## config.mk

```make
export PLATFORM = sky130hd
export DESIGN_NAME = alu_cmd_master
export DESIGN_NICKNAME = d
export VERILOG_FILES = /design/src/rtl/alu_cmd_master.sv
export SDC_FILE = /design/constraint.sdc
export NUM_CORES = 1
export LEC_CHECK = 0
export CAP_MARGIN = 40
export CORE_AREA = 10 10 119 132
export CTS_CLUSTER_DIAMETER = 150
export CTS_CLUSTER_SIZE = 40
export DETAILED_ROUTE_END_ITERATION = 7
export DIE_AREA = 0 0 129 142
export HOLD_SLACK_MARGIN = 0.03
export PLACE_DENSITY = 0.72
export SYNTH_ARGS = -nofsm -noshare
export SYNTH_HDL_FRONTEND = slang
export SYNTH_SLANG_ARGS = --single-unit
export TNS_END_PERCENT = 10
```

## constraint.sdc

```tcl
create_clock -name CLK -period 4.9 [get_ports CLK]
set_input_delay 0.98 -clock CLK [delete_from_list [all_inputs] [get_ports CLK]]
set_output_delay 0.98 -clock CLK [all_outputs]
set_load 0.005 [all_outputs]
```

## src/rtl/alu_cmd_master.sv

```systemverilog
// alu_cmd_master
// Byte-stream front end for the ALU datapath. A request frame is one command
// byte ({4'b0, func}), then NB bytes of operand A and NB bytes of operand B,
// each sent LSB first. The block presents A/B/ALU_FUNC to the ALU and waits
// one cycle while the ALU registers them. It then captures the result of the
// unit selected by func[3:2] and returns a status byte followed by the result
// bytes, LSB first.
//
// Ports
//   CLK, RST                  functional clock, synchronous active-high reset
//   RX_DATA/RX_VALID/RX_READY request byte stream (valid/ready)
//   A, B, ALU_FUNC            operands and function code driven to the ALU
//   ARITH_OUT..CMP_FLAG       ALU unit results and flags
//   TX_DATA/TX_VALID/TX_READY response byte stream (valid/ready)
//   BUSY                      high whenever a frame is in progress
//   FRAME_ERR                 one-cycle pulse when a frame is dropped
module alu_cmd_master #(
    parameter int OP_DATA_WIDTH = 16,
    parameter int TIMEOUT_CYC   = 1024
) (
    input  logic                       CLK,
    input  logic                       RST,
    input  logic [7:0]                 RX_DATA,
    input  logic                       RX_VALID,
    output logic                       RX_READY,
    output logic [OP_DATA_WIDTH-1:0]   A,
    output logic [OP_DATA_WIDTH-1:0]   B,
    output logic [3:0]                 ALU_FUNC,
    input  logic [2*OP_DATA_WIDTH-1:0] ARITH_OUT,
    input  logic                       CARRY_OUT,
    input  logic                       ARITH_FLAG,
    input  logic [OP_DATA_WIDTH-1:0]   LOGIC_OUT,
    input  logic                       LOGIC_FLAG,
    input  logic [OP_DATA_WIDTH-1:0]   SHIFT_OUT,
    input  logic                       SHIFT_FLAG,
    input  logic [2:0]                 CMP_OUT,
    input  logic                       CMP_FLAG,
    output logic [7:0]                 TX_DATA,
    output logic                       TX_VALID,
    input  logic                       TX_READY,
    output logic                       BUSY,
    output logic                       FRAME_ERR
);

    localparam int NB = OP_DATA_WIDTH / 8;
    localparam int RW = 2 * OP_DATA_WIDTH;
    localparam int TW = $clog2(TIMEOUT_CYC + 1);
    localparam int CW = $clog2(2 * NB + 1);

    localparam logic [CW-1:0] NB_LAST  = CW'(NB - 1);
    localparam logic [CW-1:0] TX_ARITH = CW'(2 * NB);
    localparam logic [CW-1:0] TX_OTHER = CW'(NB);
    localparam logic [TW-1:0] TMO_MAX  = TW'(TIMEOUT_CYC);

    typedef enum logic [2:0] {
        S_IDLE,
        S_RX_A,
        S_RX_B,
        S_ISSUE,
        S_CAPTURE,
        S_TX_STAT,
        S_TX_DATA
    } state_t;

    state_t                   state_q,    state_d;
    logic [3:0]               func_q,     func_d;
    logic [OP_DATA_WIDTH-1:0] a_sh_q,     a_sh_d;
    logic [OP_DATA_WIDTH-1:0] b_sh_q,     b_sh_d;
    logic [OP_DATA_WIDTH-1:0] a_out_q,    a_out_d;
    logic [OP_DATA_WIDTH-1:0] b_out_q,    b_out_d;
    logic [3:0]               alu_func_q, alu_func_d;
    logic [CW-1:0]            byte_cnt_q, byte_cnt_d;
    logic [TW-1:0]            tmo_cnt_q,  tmo_cnt_d;
    logic [RW-1:0]            result_q,   result_d;
    logic [CW-1:0]            tx_left_q,  tx_left_d;
    logic [7:0]               tx_data_q,  tx_data_d;
    logic                     tx_valid_q, tx_valid_d;
    logic                     frame_err_q, frame_err_d;

    logic                     rx_ready;
    logic                     rx_fire;
    logic [OP_DATA_WIDTH-1:0] a_shift_next;
    logic [OP_DATA_WIDTH-1:0] b_shift_next;
    logic [RW-1:0]            sel_result;
    logic                     sel_carry;
    logic                     sel_flag;

    // Request bytes arrive LSB first, so each new byte enters at the top of
    // the shift register and the first byte ends up in the low byte.
    assign a_shift_next = (a_sh_q >> 8) | (OP_DATA_WIDTH'(RX_DATA) << (OP_DATA_WIDTH - 8));
    assign b_shift_next = (b_sh_q >> 8) | (OP_DATA_WIDTH'(RX_DATA) << (OP_DATA_WIDTH - 8));

    assign rx_ready = (state_q == S_IDLE) || (state_q == S_RX_A) || (state_q == S_RX_B);
    assign rx_fire  = RX_VALID && rx_ready;

    // Result mux for the unit chosen by func[3:2]. Carry only has a meaning
    // for the arithmetic unit, so it is forced low for every other unit.
    always_comb begin
        sel_result = '0;
        sel_carry  = 1'b0;
        sel_flag   = 1'b0;
        case (func_q[3:2])
            2'b00: begin
                sel_result = ARITH_OUT;
                sel_carry  = CARRY_OUT;
                sel_flag   = ARITH_FLAG;
            end
            2'b01: begin
                sel_result = RW'(LOGIC_OUT);
                sel_flag   = LOGIC_FLAG;
            end
            2'b10: begin
                sel_result = RW'(CMP_OUT);
                sel_flag   = CMP_FLAG;
            end
            default: begin
                sel_result = RW'(SHIFT_OUT);
                sel_flag   = SHIFT_FLAG;
            end
        endcase
    end

    // Frame sequencer: next state and next register values.
    always_comb begin
        state_d     = state_q;
        func_d      = func_q;
        a_sh_d      = a_sh_q;
        b_sh_d      = b_sh_q;
        a_out_d     = a_out_q;
        b_out_d     = b_out_q;
        alu_func_d  = alu_func_q;
        byte_cnt_d  = byte_cnt_q;
        tmo_cnt_d   = tmo_cnt_q;
        result_d    = result_q;
        tx_left_d   = tx_left_q;
        tx_data_d   = tx_data_q;
        tx_valid_d  = tx_valid_q;
        frame_err_d = 1'b0;

        case (state_q)
            S_IDLE: begin
                tmo_cnt_d = '0;
                if (rx_fire) begin
                    if (RX_DATA[7:4] != 4'd0) begin
                        frame_err_d = 1'b1;
                    end else begin
                        func_d     = RX_DATA[3:0];
                        byte_cnt_d = '0;
                        state_d    = S_RX_A;
                    end
                end
            end

            S_RX_A: begin
                if (rx_fire) begin
                    a_sh_d    = a_shift_next;
                    tmo_cnt_d = '0;
                    if (byte_cnt_q == NB_LAST) begin
                        byte_cnt_d = '0;
                        state_d    = S_RX_B;
                    end else begin
                        byte_cnt_d = byte_cnt_q + 1'b1;
                    end
                end else if (tmo_cnt_q == TMO_MAX) begin
                    // A byte arriving in this same cycle takes the branch
                    // above, so the timeout only fires on a silent cycle.
                    frame_err_d = 1'b1;
                    tmo_cnt_d   = '0;
                    state_d     = S_IDLE;
                end else begin
                    tmo_cnt_d = tmo_cnt_q + 1'b1;
                end
            end

            S_RX_B: begin
                if (rx_fire) begin
                    b_sh_d    = b_shift_next;
                    tmo_cnt_d = '0;
                    if (byte_cnt_q == NB_LAST) begin
                        // The ALU-facing registers only change once a frame
                        // is complete, so a dropped frame never disturbs them.
                        byte_cnt_d = '0;
                        a_out_d    = a_sh_q;
                        b_out_d    = b_shift_next;
                        alu_func_d = func_q;
                        state_d    = S_ISSUE;
                    end else begin
                        byte_cnt_d = byte_cnt_q + 1'b1;
                    end
                end else if (tmo_cnt_q == TMO_MAX) begin
                    frame_err_d = 1'b1;
                    tmo_cnt_d   = '0;
                    state_d     = S_IDLE;
                end else begin
                    tmo_cnt_d = tmo_cnt_q + 1'b1;
                end
            end

            S_ISSUE: begin
                state_d = S_CAPTURE;
            end

            S_CAPTURE: begin
                // Status byte is loaded here so it is on TX_DATA the very
                // first cycle of TX_STAT.
                result_d   = sel_result;
                tx_data_d  = {4'b0000, func_q[3:2], sel_carry, sel_flag};
                tx_valid_d = 1'b1;
                tx_left_d  = (func_q[3:2] == 2'b00) ? TX_ARITH : TX_OTHER;
                state_d    = S_TX_STAT;
            end

            S_TX_STAT: begin
                if (TX_READY) begin
                    tx_data_d = result_q[7:0];
                    result_d  = result_q >> 8;
                    state_d   = S_TX_DATA;
                end
            end

            S_TX_DATA: begin
                // tx_left counts result bytes not yet accepted, including
                // the one currently presented.
                if (TX_READY) begin
                    if (tx_left_q == CW'(1)) begin
                        tx_valid_d = 1'b0;
                        tx_data_d  = 8'd0;
                        tx_left_d  = '0;
                        state_d    = S_IDLE;
                    end else begin
                        tx_data_d = result_q[7:0];
                        result_d  = result_q >> 8;
                        tx_left_d = tx_left_q - 1'b1;
                    end
                end
            end

            default: begin
                state_d = S_IDLE;
            end
        endcase
    end

    // State and datapath registers; reset abandons any frame or response.
    always_ff @(posedge CLK) begin
        if (RST) begin
            state_q     <= S_IDLE;
            func_q      <= '0;
            a_sh_q      <= '0;
            b_sh_q      <= '0;
            a_out_q     <= '0;
            b_out_q     <= '0;
            alu_func_q  <= '0;
            byte_cnt_q  <= '0;
            tmo_cnt_q   <= '0;
            result_q    <= '0;
            tx_left_q   <= '0;
            tx_data_q   <= '0;
            tx_valid_q  <= 1'b0;
            frame_err_q <= 1'b0;
        end else begin
            state_q     <= state_d;
            func_q      <= func_d;
            a_sh_q      <= a_sh_d;
            b_sh_q      <= b_sh_d;
            a_out_q     <= a_out_d;
            b_out_q     <= b_out_d;
            alu_func_q  <= alu_func_d;
            byte_cnt_q  <= byte_cnt_d;
            tmo_cnt_q   <= tmo_cnt_d;
            result_q    <= result_d;
            tx_left_q   <= tx_left_d;
            tx_data_q   <= tx_data_d;
            tx_valid_q  <= tx_valid_d;
            frame_err_q <= frame_err_d;
        end
    end

    assign RX_READY  = rx_ready;
    assign A         = a_out_q;
    assign B         = b_out_q;
    assign ALU_FUNC  = alu_func_q;
    assign TX_DATA   = tx_data_q;
    assign TX_VALID  = tx_valid_q;
    assign BUSY      = (state_q != S_IDLE);
    assign FRAME_ERR = frame_err_q;

endmodule

```

==> summary.txt, run 1 <==
Layout
  – Final nets: approximately 900
  – Finished Layout Cells: 978
  – Share of cells above drive strength 1: a little under 8%
  – Area Overhead vs Synth: 35.3%
  – Post-Layout Inst Area: 7750 µm²
  – Ant diodes: 0
  – Fillers: 1158

STA
  – Fin Clk Skew: between 0.01 and 0.015 ns
  – Worst Tran Pin Value: 0.895 ns
  – Worst hold slack: approximately 0.44 ns
  – Fmax: about 310 MHz
  – Final Hold Viols: 0
  – TNS Setup: 0 ns
  – Post-route minimum period: approximately 3.2 ns
  – Final period util: 65.2%
  – Endpoints failing setup: 0
  – RSZ-0062 raised after global routing: no
  – Fin worst setup slack: around 1.7 ns
  – Final max-slew violation count: 0
  – Slew headroom: about two fifths

Synth
  – Post-synthesis sequential element count: 126
  – Post-synthesis sequential area ratio: 44.0%
  – Ys Warns: 0
  – Area contributors post-synth: dfxtp_1, nand2_1, a21oi_1
  – Post-synth top area cell: dfxtp_1
  – Post-synth EDFFs: 0
  – Synth async-reset ratio: 0%
  – Cell count after synthesis: about 700
  – Cell variety after synth: between 60 and 70
  – Syn Nets: 782
  – Mean Syn Cell Area: about 8.3 µm²
  – Post-synth top area share: ~44%
  – Synth Flop Type: dfxtp_1
  – Post-Syn Area: about 5700 µm²

Worst setup path
  – CP Capture Type: primary output
  – Register-to-Register Path Depth: 4
  – Worst Setup Start Kind: flop
  – Crit Path Class: reg -> out
  – CP Cell Sequence: a21o_1 -> inv_1 -> clkdlybuf4s50_1
  – Worst reg-to-reg setup slack: between 2 and 2.5 ns
  – Slowest cell on the critical path: dfxtp_1
  – Largest incremental delay on the critical path: 0.90 ns
  – Worst EP arrival: 2.21 ns
  – Critical Path RT: just under 4 ns
  – Max Fanout on Critical Path: 17

Routing
  – Drt drc: 0
  – Via count: around 5400
  – Antenna viol nets, final: 0
  – DR WL/cell: between 15 and 20 µm
  – Router iterations before antenna repair: 5
  – First DRT Iteration DRCs: around 400
  – Vias per cell: about 5.5
  – Post-Route WL: approximately 16000 µm

Power
  – Clock power frac: between 40% and 50%
  – P_leak: between 2 and 3 nW
  – PwrDens: ~410 nW/µm²
  – Sequential Power Share: approximately 37%
  – Psw: 860 µW
  – VDD IR max: roughly 0.24 mV
  – Switching part of the total: between 20% and 30%
  – Internal power: approximately 2.3 mW
  – Logic pwr share: just under 20%

Outcome
  – Status: complete, no violations

Floorplan
  – Initial Util: 44.1%
  – IO Pins: 132
  – Core area: 13000 µm²
  – Die Wd: 129 µm
  – Die height: around 140 µm
  – Die area: around 18000 µm²
  – Rows: 44

Clocking
  – CTS tree: yes
  – Postcts setup bufs: 0
  – Num Clock Sinks: between 100 and 150
  – Deepest clock path buffer count: 2
  – Reg clk slew, reported paths: ~0.05 ns
  – H-tree depth: 4
  – Root Buffer: clkbuf_16
  – Num CTS Buffers: 17
  – Clk Latency, worst-skew pair: between 0.4 and 0.5 ns
  – # resized after CTS: 0
  – Cts hold-fix bufs: 0

Global routing
  – GRT Total Usage: 17.4%
  – Initial antenna violation count: 0
  – First-pass GRT wire length: between 20000 and 30000 µm
  – Grt ovf: 0
  – Vias in the first global route: around 5300
  – Pin count of the biggest net entering global routing: 55

Worst hold path
  – Worst min-delay path class: reg -> reg
  – Worst hold path depth: 2

Placement
  – Dpl cells: approximately 950
  – Final GP Congestion: 0.823
  – Port Buffers: between 100 and 150
  – HPWL Detailed: roughly 12000 µm
  – Post-place instance area: around 7100 µm²
  – Setup WS pre-CTS: 1.56 ns

Run
  – MaxCap Viol Count: 0
==> layout make-up <==
cell class | instances | area, µm² | share of cell area (%)
clock inverter | 9 | 181 | 2.34
multi-input combinational | 506 | 2900 | 37.4
sequential | 126 | 2520 | 32.5
tap | 161 | 201 | 2.60
clock buffer | 23 | 478 | 6.17
inverter | 12 | 45.0 | 0.581
timing repair buffer | 141 | 1430 | 18.4
==> layout by cell type, fill, tap and decap left out, types with 14 or more instances in the layout <==
cell / instances
nor2_1: 38
nand2_1: 174
clkdlybuf4s50_1: 130
clkbuf_16: 17
dfxtp_1: 126
o32ai_1: 14
a211oi_1: 25
a21oi_1: 100
o21ai_0: 18
mux2i_1: 17
==> registers in the layout (all words and copies together) (netlist names) <==
signal	flops
result_q	32
FRAME_ERR	1
tx_left_q	3
a_sh_q	16
tmo_cnt_q	11
byte_cnt_q	3
B	16
TX_DATA	8
func_q	4
TX_VALID	1
state_q	3
A	16
b_sh_q	8
ALU_FUNC	4
==> power by group through the flow <==
stage | sequential (mW) | clock [mW] | combinational (mW)
floorplan | 1.14 | 0 | 0.464
global placement | 1.20 | 0 | 0.568
detailed placement | 1.19 | 0 | 0.611
CTS | 1.17 | 1.40 | 0.614
global route | 1.18 | 1.44 | 0.679
finish | 1.17 | 1.38 | 0.611
==> synthesized netlist by cell type (all sizes together) (2+ instances only) <==
cell type and count:
buf 28, or2 2, o31a 2, a311oi 6
a21o 2, and2 4, nand4 12, clkbuf 22
dfxtp 126, xnor2 2, mux4 4, nor2b 8
or3b 3, and3 2, inv 12, a32oi 6
a22oi 9, nand2b 4, o21ai 20, nor4 5
a21oi 101, nor3 5, nand2 174, ha 4
nor2 43, xor2 3, mux2i 17, o32ai 14
nand3 10, a211oi 25, o311ai 3
==> per-layer routing <==
layer	GRT usage (%)	vias up	part of all wire (%)
met5	0	-	0
li1	-	2679	-
met2	29.0	182	49
met1	20.2	2489	42
met4	4.91	0	1.3
met3	6.71	20	8.4
==> critical path, delay by kind of cell, from the launching register on <==
family	cells	cell delay, ns
flops	1	0.90
buf+inv	2	0.58
compound gates	1	0.33
==> path summary, 6_finish.rpt <==
| kind | from | end |
|---|---|---|
| worst max-delay path | state_q[1]$_SDFFE_PP0P_ | RX_READY |
| worst min-delay path | a_sh_q[2]$_SDFFE_PP0P_ | A[2]$_SDFFE_PP0P_ |
| worst max register to register | state_q[1]$_SDFFE_PP0P_ | B[2]$_SDFFE_PP0P_ |
| worst min register to register | a_sh_q[2]$_SDFFE_PP0P_ | A[2]$_SDFFE_PP0P_ |
==> per-stage QoR <==
stage / util (%) / total power, mW
after floorplan: - / 1.61
after global placement: 54.0 / 1.77
after detailed placement: 54.6 / 1.80
after CTS: 59.7 / 3.18
after global routing: 59.7 / 3.30
final: 59.7 / 3.16
==> logic make-up (layout without fill, tap and decap cells) <==
group,count (synthesis),count (layout),synth area share (%)
simple gates,280,280,22.3
flops,126,126,44.0
buf+inv,62,185,5.40
compound gates,196,196,21.6
mux,21,21,4.54
xor+xnor,5,5,1.22
fa+ha+maj,4,4,0.874
Note: power is estimated with default switching activity, not from simulation.
==> run 2: changes to the inputs <==
--- a/config.mk
+++ b/config.mk
@@ -12,7 +12,7 @@
 export DETAILED_ROUTE_END_ITERATION = 7
 export DIE_AREA = 0 0 129 142
 export HOLD_SLACK_MARGIN = 0.03
-export PLACE_DENSITY = 0.72
+export PLACE_DENSITY = 0.75
 export SYNTH_ARGS = -nofsm -noshare
 export SYNTH_HDL_FRONTEND = slang
 export SYNTH_SLANG_ARGS = --single-unit
==> constraint.sdc (replaced) <==
create_clock -name CLK -period 2.85 [get_ports CLK]
set_input_delay 0.57 -clock CLK [delete_from_list [all_inputs] [get_ports CLK]]
set_output_delay 0.57 -clock CLK [all_outputs]
set_load 0.005 [all_outputs]
==> run 2 against run 1 <==
  * Register-to-register slack got worse by 1.4 ns
  * Total power rose by 65%
  * Critical path depth did not move
  * Sequential share of layout area rose by 0.20 points
  * Hold slack got worse by 0.035 ns
  * Largest cell class unchanged
  * Global-route usage barely moved
  * Utilization fell by 0.36 points
  * Combinational power rose by 82%
  * Design area fell by 0.60%
  * Flip-flop and latch count did not move
==> summary.txt, run 2 (synthesis results as in run 1) <==
Floorplan
  – IO Pins: 132 (unchanged)
  – Core area: 13000 µm² (unchanged)
  – Initial Util: 44.1% (unchanged)
  – Die area: 18300 µm² (unchanged)
  – Rows: 44 (unchanged)
  – Die Wd: 129 µm (unchanged)
  – Die height: 142 µm (unchanged)

Worst setup path
  – Worst Setup Start Kind: flop
  – CP Capture Type: primary output
  – Max Fanout on Critical Path: 14 (-3)
  – Family with the most delay on the worst path: flip-flops
  – CP Cell Sequence: a21o_1 -> inv_1 -> clkdlybuf4s50_1
  – Slowest cell on the critical path: dfxtp_1
  – Critical Path RT: 2.28 ns (-1.64 ns)
  – Worst EP arrival: 1.94 ns (-0.27 ns)
  – CP Buf/Inv Count: 2 (unchanged)
  – Crit Path Class: reg -> out
  – Largest incremental delay on the critical path: 0.64 ns (-0.26 ns)

Global routing
  – Pin count of the biggest net entering global routing: 79 (+44%)
  – Vias in the first global route: 5528 (+4.2%)
  – First-pass GRT wire length: 26400 µm (+1.1%)
  – Initial antenna violation count: 0 (unchanged)
  – GRT Total Usage: 17.3% (about the same)
  – Grt ovf: 0 (unchanged)

STA
  – Slew headroom: 38.4% (-1.9 points)
  – Fin worst setup slack: 0.344 ns (-1.36 ns)
  – TNS Setup: 0 ns (unchanged)
  – Final max-slew violation count: 0 (unchanged)
  – Worst Tran Pin Value: 0.924 ns (+0.0291 ns)
  – Post-route minimum period: approximately 2.5 ns
  – Fin Clk Skew: 0.0113 ns (-0.00245 ns)
  – RSZ-0062 raised after global routing: no
  – Endpoints failing setup: 0 (unchanged)
  – Final period util: 87.9%
  – Fmax: approximately 400 MHz
  – Final Hold Viols: 0 (unchanged)

Clocking
  – CTS tree: yes
  – Deepest clock path buffer count: 2 (unchanged)
  – Root Buffer: clkbuf_16
  – Num CTS Buffers: 17 (unchanged)
  – Reg clk slew, reported paths: 0.06 ns (about the same)
  – Cts hold-fix bufs: 0 (unchanged)
  – H-tree depth: 4 (unchanged)
  – Num Clock Sinks: 126 (unchanged)
  – Clk Latency, worst-skew pair: 0.41 ns (about the same)
  – Postcts setup bufs: 0 (unchanged)
  – # resized after CTS: 0 (unchanged)

Power
  – VDD IR max: 0.431 mV (+81%)
  – Psw: 1.59 mW (+85%)
  – Sequential Power Share: 37.7% (+0.8 points)
  – Total power: 5.22 mW (+65%)
  – PwrDens: 678 nW/µm² (+66%)
  – Switching part of the total: 30.4% (+3.2 points)
  – Internal power: 3.63 mW (+58%)
  – Logic pwr share: 21.3% (+2.0 points)
  – P_leak: 2.62 nW (-0.17%)
  – Clock power frac: 41.0% (-2.7 points)

Layout
  – Ant diodes: 0 (unchanged)
  – Largest reg by FF count: result_q
  – Area Overhead vs Synth: 34.5%
  – Final nets: 897 (+0.56%)
  – Most common cell after layout, fill and taps aside: nand2_1
  – Max FFs per register: 32 (unchanged)
  – Share of cells above drive strength 1: 8.53% (+0.82 points)
  – Most frequent cells in the layout: nand2_1, clkdlybuf4s50_1, dfxtp_1, a21oi_1, nor2_1
  – Util after Layout: 59.3% (-0.36 points)

Routing
  – Antenna viol nets, final: 0 (unchanged)
  – DR WL/cell: 16.4 µm (+0.32%)
  – First DRT Iteration DRCs: 361 (-12%)
  – Drt drc: 0 (unchanged)
  – Via count: 5463 (+1.7%)
  – Vias per cell: 5.56 (+1.3%)
  – Post-Route WL: 16100 µm (+0.73%)
  – Router iterations before antenna repair: 8 (+3)

Placement
  – Setup WS pre-CTS: 0.389 ns (-1.17 ns)
  – Final GP Congestion: 0.849 (+3.1%)
  – HPWL Detailed: 11500 µm (-0.81%)
  – Port Buffers: 131 (unchanged)

Outcome
  – Status: complete, no violations

Worst hold path
  – Worst min-delay path class: in -> reg

Run
  – MaxCap Viol Count: 0 (unchanged)
run 2: cell types whose count changed in the layout (fill, tap and decap cells not counted), moves of 3 or more:
cell and delta:
bufinv_16 -3, buf_4 +8, clkbuf_1 -3, clkbuf_8 -3
clkinv_4 +3, buf_8 -4
run 2: area by class of cell:
| type | count | area (µm²) |
|---|---|---|
| flip-flops and latches | 126 | 2520 |
| multi-input cells | 506 | 2900 |
| fillers | 1116 | 5290 |
| clock buffers | 17 | 425 |
| inverters | 12 | 45.0 |
| clock inverters | 14 | 160 |
| well taps | 161 | 201 |
| repair buffers | 146 | 1450 |
run 2: per-layer routing:
layer | GRT usage [%] | wire length (µm) | up-vias | part of all wire [%]
met4 | 6.11 | 208 | 0 | 1.3
met3 | 6.11 | 1260 | 21 | 7.9
met5 | 0 | 0 | - | 0
met2 | 29.4 | 7910 | 190 | 49
li1 | - | - | 2695 | -
met1 | 19.7 | 6680 | 2557 | 42
run 2: final timing paths:
path | startpoint | to | slack [ns] | cells after the start
worst max register to register | state_q[2]$_SDFFE_PP0P_ | result_q[0]$_SDFFE_PP0P_ | 0.67 | 3
worst min-delay path | RST | TX_DATA[4]$_SDFFE_PP0P_ | 0.41 | 2
worst max-delay path | state_q[2]$_SDFFE_PP0P_ | RX_READY | 0.34 | 3
worst min register to register | a_sh_q[5]$_SDFFE_PP0P_ | A[5]$_SDFFE_PP0P_ | 0.45 | 2
run 2: metrics by stage:
stage / cells / hold slack, ns / instance area (µm²)
finish: 982 / 0.407 / 7700
global route: 982 / 0.420 / 7700
CTS: 982 / 0.403 / 7700
detailed placement: 951 / 0.444 / 7120
global placement: 950 / 0.441 / 7090
floorplan: 694 / 0.432 / 5730
run 2: worst register-to-register path: stages, from the launching register on:
cell      delay [ns]
dfxtp_1         0.64
inv_1           0.35
nor2_2          0.81
a311oi_1        0.21
run 2: power groups by stage:
stage / Combinational (mW) / Sequential [mW] / Clock, mW
final: 1.11 / 1.97 / 2.14
after global placement: 1.07 / 2.00 / 0
after floorplan: 0.797 / 1.96 / 0
after CTS: 1.11 / 1.97 / 2.15
after detailed placement: 1.10 / 2.01 / 0
after global routing: 1.22 / 1.98 / 2.24
==> variant 1 (config.mk and constraints of run 1) <==
`TIMEOUT_CYC`: 1024 -> 512.
--- a/src/rtl/alu_cmd_master.sv
+++ b/src/rtl/alu_cmd_master.sv
@@ -16,7 +16,7 @@
 //   FRAME_ERR                 one-cycle pulse when a frame is dropped
 module alu_cmd_master #(
     parameter int OP_DATA_WIDTH = 16,
-    parameter int TIMEOUT_CYC   = 1024
+    parameter int TIMEOUT_CYC   = 512
 ) (
     input  logic                       CLK,
     input  logic                       RST,
Formal check against the unedited RTL: no difference found for any inputs over 4 cycles, from zero or initial values and one cycle with RST high; that may be too few to reach the edited logic, so the function may still have changed.
==> variant 1 against run 1 <==
Final area decreased by 2.9%. Synthesized cell count fell by 3.7%. First-iteration DRC count increased by 12%. Sequential cell count fell by 1. Wire length down 3.0%. Clock skew down 0.0068 ns. Setup slack lost 0.047 ns. Sequential share of layout area rose by 0.71 points. Synthesized area decreased by 3.0%. Final cell count decreased by 2.8%. Global-route usage down 0.55 points. Critical path type unchanged.
Power is not compared: it rests on default switching activity, and its combinational part moved more than twofold at a synthesized area within 25%.
==> variant 1: results <==
status:
  status: "completed"
global_route:
  grt_pass1_wl_microns: 25100
  grt_max_degree: 69
  grt_usage_pct: 16.8
  antenna_found_initial: 0
cells_and_area:
  fill_cells: 1172
  nNetsFinal: 865
  layout-drive-gt1-share_pct: 7.34
  diodes: 0
  regMostFlops: "result_q"
  largest_register_ffs: 32
sta:
  fin_worst_skew_ns: 0.00697
  timing.final.crit_share_pct: 66.2
  relSlewSlack_pct: 51.5
clock_network:
  cts.repair.resized: 0
  cts_buffers: 17
  h-tree-depth: 4
  cts_setup_buffers: 0
  clock_latency_ns: 0.42
  clockBufferDepth: 2
  clk_pin_slew_ns: 0.06
  cts.root.buffer_cell: "clkbuf_16"
power:
  ir_drop_mv: 0.192
  p_sw_w: 0.000661
  p_leak_nw: 2.51
critical_path:
  crit_arrival_ns: 2.26
  crit_fanout: 15
  critPathSlowestCell: "dfxtp_1"
  cpPeakStageDelay_ns: 0.69
  reg2reg_setup_slack_ns: 2.50
placement:
  dp_hpwl_microns: 11000
  globalplace.congestion: 0.799
  pre_cts_slack_ns: 1.69
  io_buffers: 131
  place_inst: 919
logic_synthesis:
  ys_warn_count: 0
  yosysUniqueCellTypes: 63
  synthCells: 668
  synth-async-reset-ratio_pct: 0
  yosysSeqAreaShare_pct: 45.0
  synth_fp_nets: 756
  synth.top_cells.by_area: "dfxtp_1 (45%), nand2_1 (9.7%), a21oi_1 (7.3%)"
  netlist_top_cells_count: "nand2_1 (144), dfxtp_1 (125), a21oi_1 (81)"
worst_hold_path:
  min-delay-path-class: "reg -> reg"
detailed_routing:
  wl_per_cell_microns: 16.3
  vias_per_cell: 5.44
  via_count: 5170
  dr.pass1.iters: 5
  dr.first_iter.drc_count: 461
-- variant 1: cell types whose count changed after synthesis, moves of 11 or more --
cell	change
o31ai_1	+14
o32ai_1	-13
nor3_1	+11
o21ai_0	-16
nand2_1	-30
nor2_1	+19
nand3b_1	+16
a21oi_1	-19
-- variant 1: path summary, 6_finish.rpt --
kind / startpoint / to / cells after the start
worst max-delay path: state_q[0] / RX_READY / 4
worst min-delay path: result_q[30] / result_q[30] / 2
worst max register to register: state_q[0] / result_q[4] / 4
worst min register to register: result_q[30] / result_q[30] / 2
-- variant 1: layout make-up --
cell class	count	share of cell area [%]
Clock buffer	19	6.02
Clock inverter	13	2.51
Inverter	10	0.499
Multi-Input combinational cell	485	36.9
Sequential cell	125	33.3
Tap cell	161	2.68
Timing Repair Buffer	138	18.1
-- variant 1: power groups by stage --
stage	clock network (W)	logic, W	registers, W
6_report	0.00135	0.000302	0.00107
5_1_grt	0.00141	0.000331	0.00108
3_5_place_dp	0	0.000300	0.00109
4_1_cts	0.00136	0.000302	0.00107
2_1_floorplan	0	0.000185	0.00108
3_3_place_gp	0	0.000295	0.00109
-- variant 1: per-layer routing --
metal	global-route usage, %	routed length (microns)
met2	28.6	7540
met5	0	0
met4	5.15	252
met1	18.9	6470
met3	6.63	1210
-- variant 1: critical path: cells and delay by family (launching register included) --
family | cells | cell delay (ns)
AOI/OAI and AO/OA | 1 | 0.31
buffers and inverters | 3 | 0.85
DFF | 1 | 0.69
-- variant 1: per-stage QoR --
stage          util, %  area, sq um  total power (W)  hold WS [ns]
2_1_floorplan        -         5560          0.00126         0.431
3_3_place_gp      52.9         6880          0.00139         0.440
3_5_place_dp      53.0         6880          0.00139         0.445
4_1_cts           57.9         7520          0.00273         0.454
5_1_grt           57.9         7520          0.00281         0.462
6_report          57.9         7520          0.00272         0.452
-- variant 1: logic make-up after synthesis --
logic type / after synthesis / synth area share, %
DFF: 125 / 45.0
muxes: 22 / 4.86
adders and majority gates: 4 / 0.901
buffers and inverters: 58 / 4.93
xor gates and xnor gates: 11 / 2.00
and+or+nand+nor: 290 / 23.8
AOI/OAI and AO/OA: 158 / 18.4
==> variant 2 (config.mk and constraints of run 1) <==
Without the edit above. Re-encode `state_t` (7 states) as one-hot, 7 bits wide.
--- a/src/rtl/alu_cmd_master.sv
+++ b/src/rtl/alu_cmd_master.sv
@@ -52,14 +52,14 @@
     localparam logic [CW-1:0] TX_OTHER = CW'(NB);
     localparam logic [TW-1:0] TMO_MAX  = TW'(TIMEOUT_CYC);
 
-    typedef enum logic [2:0] {
-        S_IDLE,
-        S_RX_A,
-        S_RX_B,
-        S_ISSUE,
-        S_CAPTURE,
-        S_TX_STAT,
-        S_TX_DATA
+    typedef enum logic [6:0] {
+        S_IDLE    = 7'b0000001,
+        S_RX_A    = 7'b0000010,
+        S_RX_B    = 7'b0000100,
+        S_ISSUE   = 7'b0001000,
+        S_CAPTURE = 7'b0010000,
+        S_TX_STAT = 7'b0100000,
+        S_TX_DATA = 7'b1000000
     } state_t;
 
     state_t                   state_q,    state_d;
Formal check against the unedited RTL: no difference found for any inputs over 4 cycles, from zero or initial values and one cycle with RST high; so few cycles prove little.
==> variant 2 against run 1 <==
Setup slack worse by 0.26 ns. Die area unchanged. Final area grew 1.1%. Power fell by 3.8%. Synthesized area increased by 1.6%. Count of clock-buffer cells in the layout shrank 3. Combinational power shrank 14%. Sequential cell count is 4 higher. Wire length up 1.8%. Largest cell class unchanged.
==> variant 2: results <==
status:
  status: "completed"
cells_and_area:
  nNetsFinal: 911
  layout-drive-gt1-share_pct: 6.82
logic_synthesis:
  ys_warn_count: 0
  synth_fp_nets: 800
  syn_avg_cell_area_sq_um: 8.17
  synth_ff_type: "dfxtp_1"
  synth.top_cells.by_area: "dfxtp_1 (45%), nand2_1 (9.1%), a21oi_1 (7.1%)"
  yosysSeqAreaShare_pct: 44.7
  yosysUniqueCellTypes: 53
  netlist_top_cells_count: "nand2_1 (141), dfxtp_1 (130), a21oi_1 (82)"
  synth-async-reset-ratio_pct: 0
power:
  p_leak_nw: 2.81
  ir_drop_mv: 0.251
  p_sw_w: 0.000790
critical_path:
  cpPeakStageDelay_ns: 0.59
  crit_arrival_ns: 2.47
  reg2reg_setup_slack_ns: 1.91
  crit_fanout: 11
  critPathSlowestCell: "nor4_1"
placement:
  place_inst: 965
  dp_hpwl_microns: 11500
  place_area_sq_um: 7180
  globalplace.congestion: 0.844
  pre_cts_slack_ns: 1.20
global_route:
  antenna_found_initial: 0
  grt_max_degree: 85
  use_met2_pct: 29.5
  grt_pass1_wl_microns: 26500
  grt_usage_pct: 17.7
  first_global_vias: 5409
  grt_use_met3_pct: 6.30
  met1_usage_pct: 20.5
detailed_routing:
  vias_per_cell: 5.47
  wl_per_cell_microns: 16.3
  dr.first_iter.drc_count: 434
  dr.pass1.iters: 4
  drt_wl_total_microns: 16200
clock_network:
  clock_latency_ns: 0.42
  h-tree-depth: 4
  cts.root.buffer_cell: "clkbuf_16"
  cts_buffers: 17
  cts_setup_buffers: 0
sta:
  post-route-min-period_ns: 3.45
  tightest_slew_ns: 0.887
  fin_worst_skew_ns: 0.00801
  holdWs_ns: 0.452
variant 2: through the flow:
stage	util (%)	total power [W]
finish	60.3	0.00304
global route	60.3	0.00316
CTS	60.3	0.00306
detailed placement	55.2	0.00165
floorplan	-	0.00147
global placement	55.0	0.00164
variant 2: layout make-up:
type	instances	area (sq um)
Fill cell	1133	5150
Multi-Input combinational cell	519	2930
Sequential cell	130	2600
Timing Repair Buffer	142	1400
Clock buffer	20	457
Clock inverter	12	203
Tap cell	161	201
Inverter	13	48.8
variant 2: critical path: cells and delay by family (launching register included):
kind / cells / cell delay (ns)
flops: 1 / 0.41
buf+inv: 2 / 0.78
compound gates: 1 / 0.28
simple gates: 1 / 0.59
variant 2: logic make-up after synthesis:
group	synth area share [%]
adder cells (fa/ha/maj)	0.860
AND/OR/NAND/NOR	23.2
buffers and inverters	4.99
XOR/XNOR	1.05
multiplexers	7.25
flip-flops	44.7
AO/OA/AOI/OAI	17.9
variant 2: worst paths after layout:
check / start / endpoint / cells past startpoint
worst max-delay path: state_q[6] / RX_READY / 4
worst min-delay path: b_sh_q[13] / B[5] / 2
worst max register to register: state_q[6] / A[5] / 6
worst min register to register: b_sh_q[13] / B[5] / 2
variant 2: routing by layer:
metal,vias up,share of wire (%)
met5,-,0
met4,0,1.6
met3,24,8.5
met2,197,47
met1,2518,43
li1,2713,-
variant 2: power groups by stage:
stage | combinational (W) | sequential, W | clock (W)
2_1_floorplan | 0.000365 | 0.00111 | 0
3_3_place_gp | 0.000507 | 0.00113 | 0
3_5_place_dp | 0.000524 | 0.00113 | 0
4_1_cts | 0.000529 | 0.00111 | 0.00142
5_1_grt | 0.000582 | 0.00111 | 0.00147
6_report | 0.000528 | 0.00111 | 0.00140
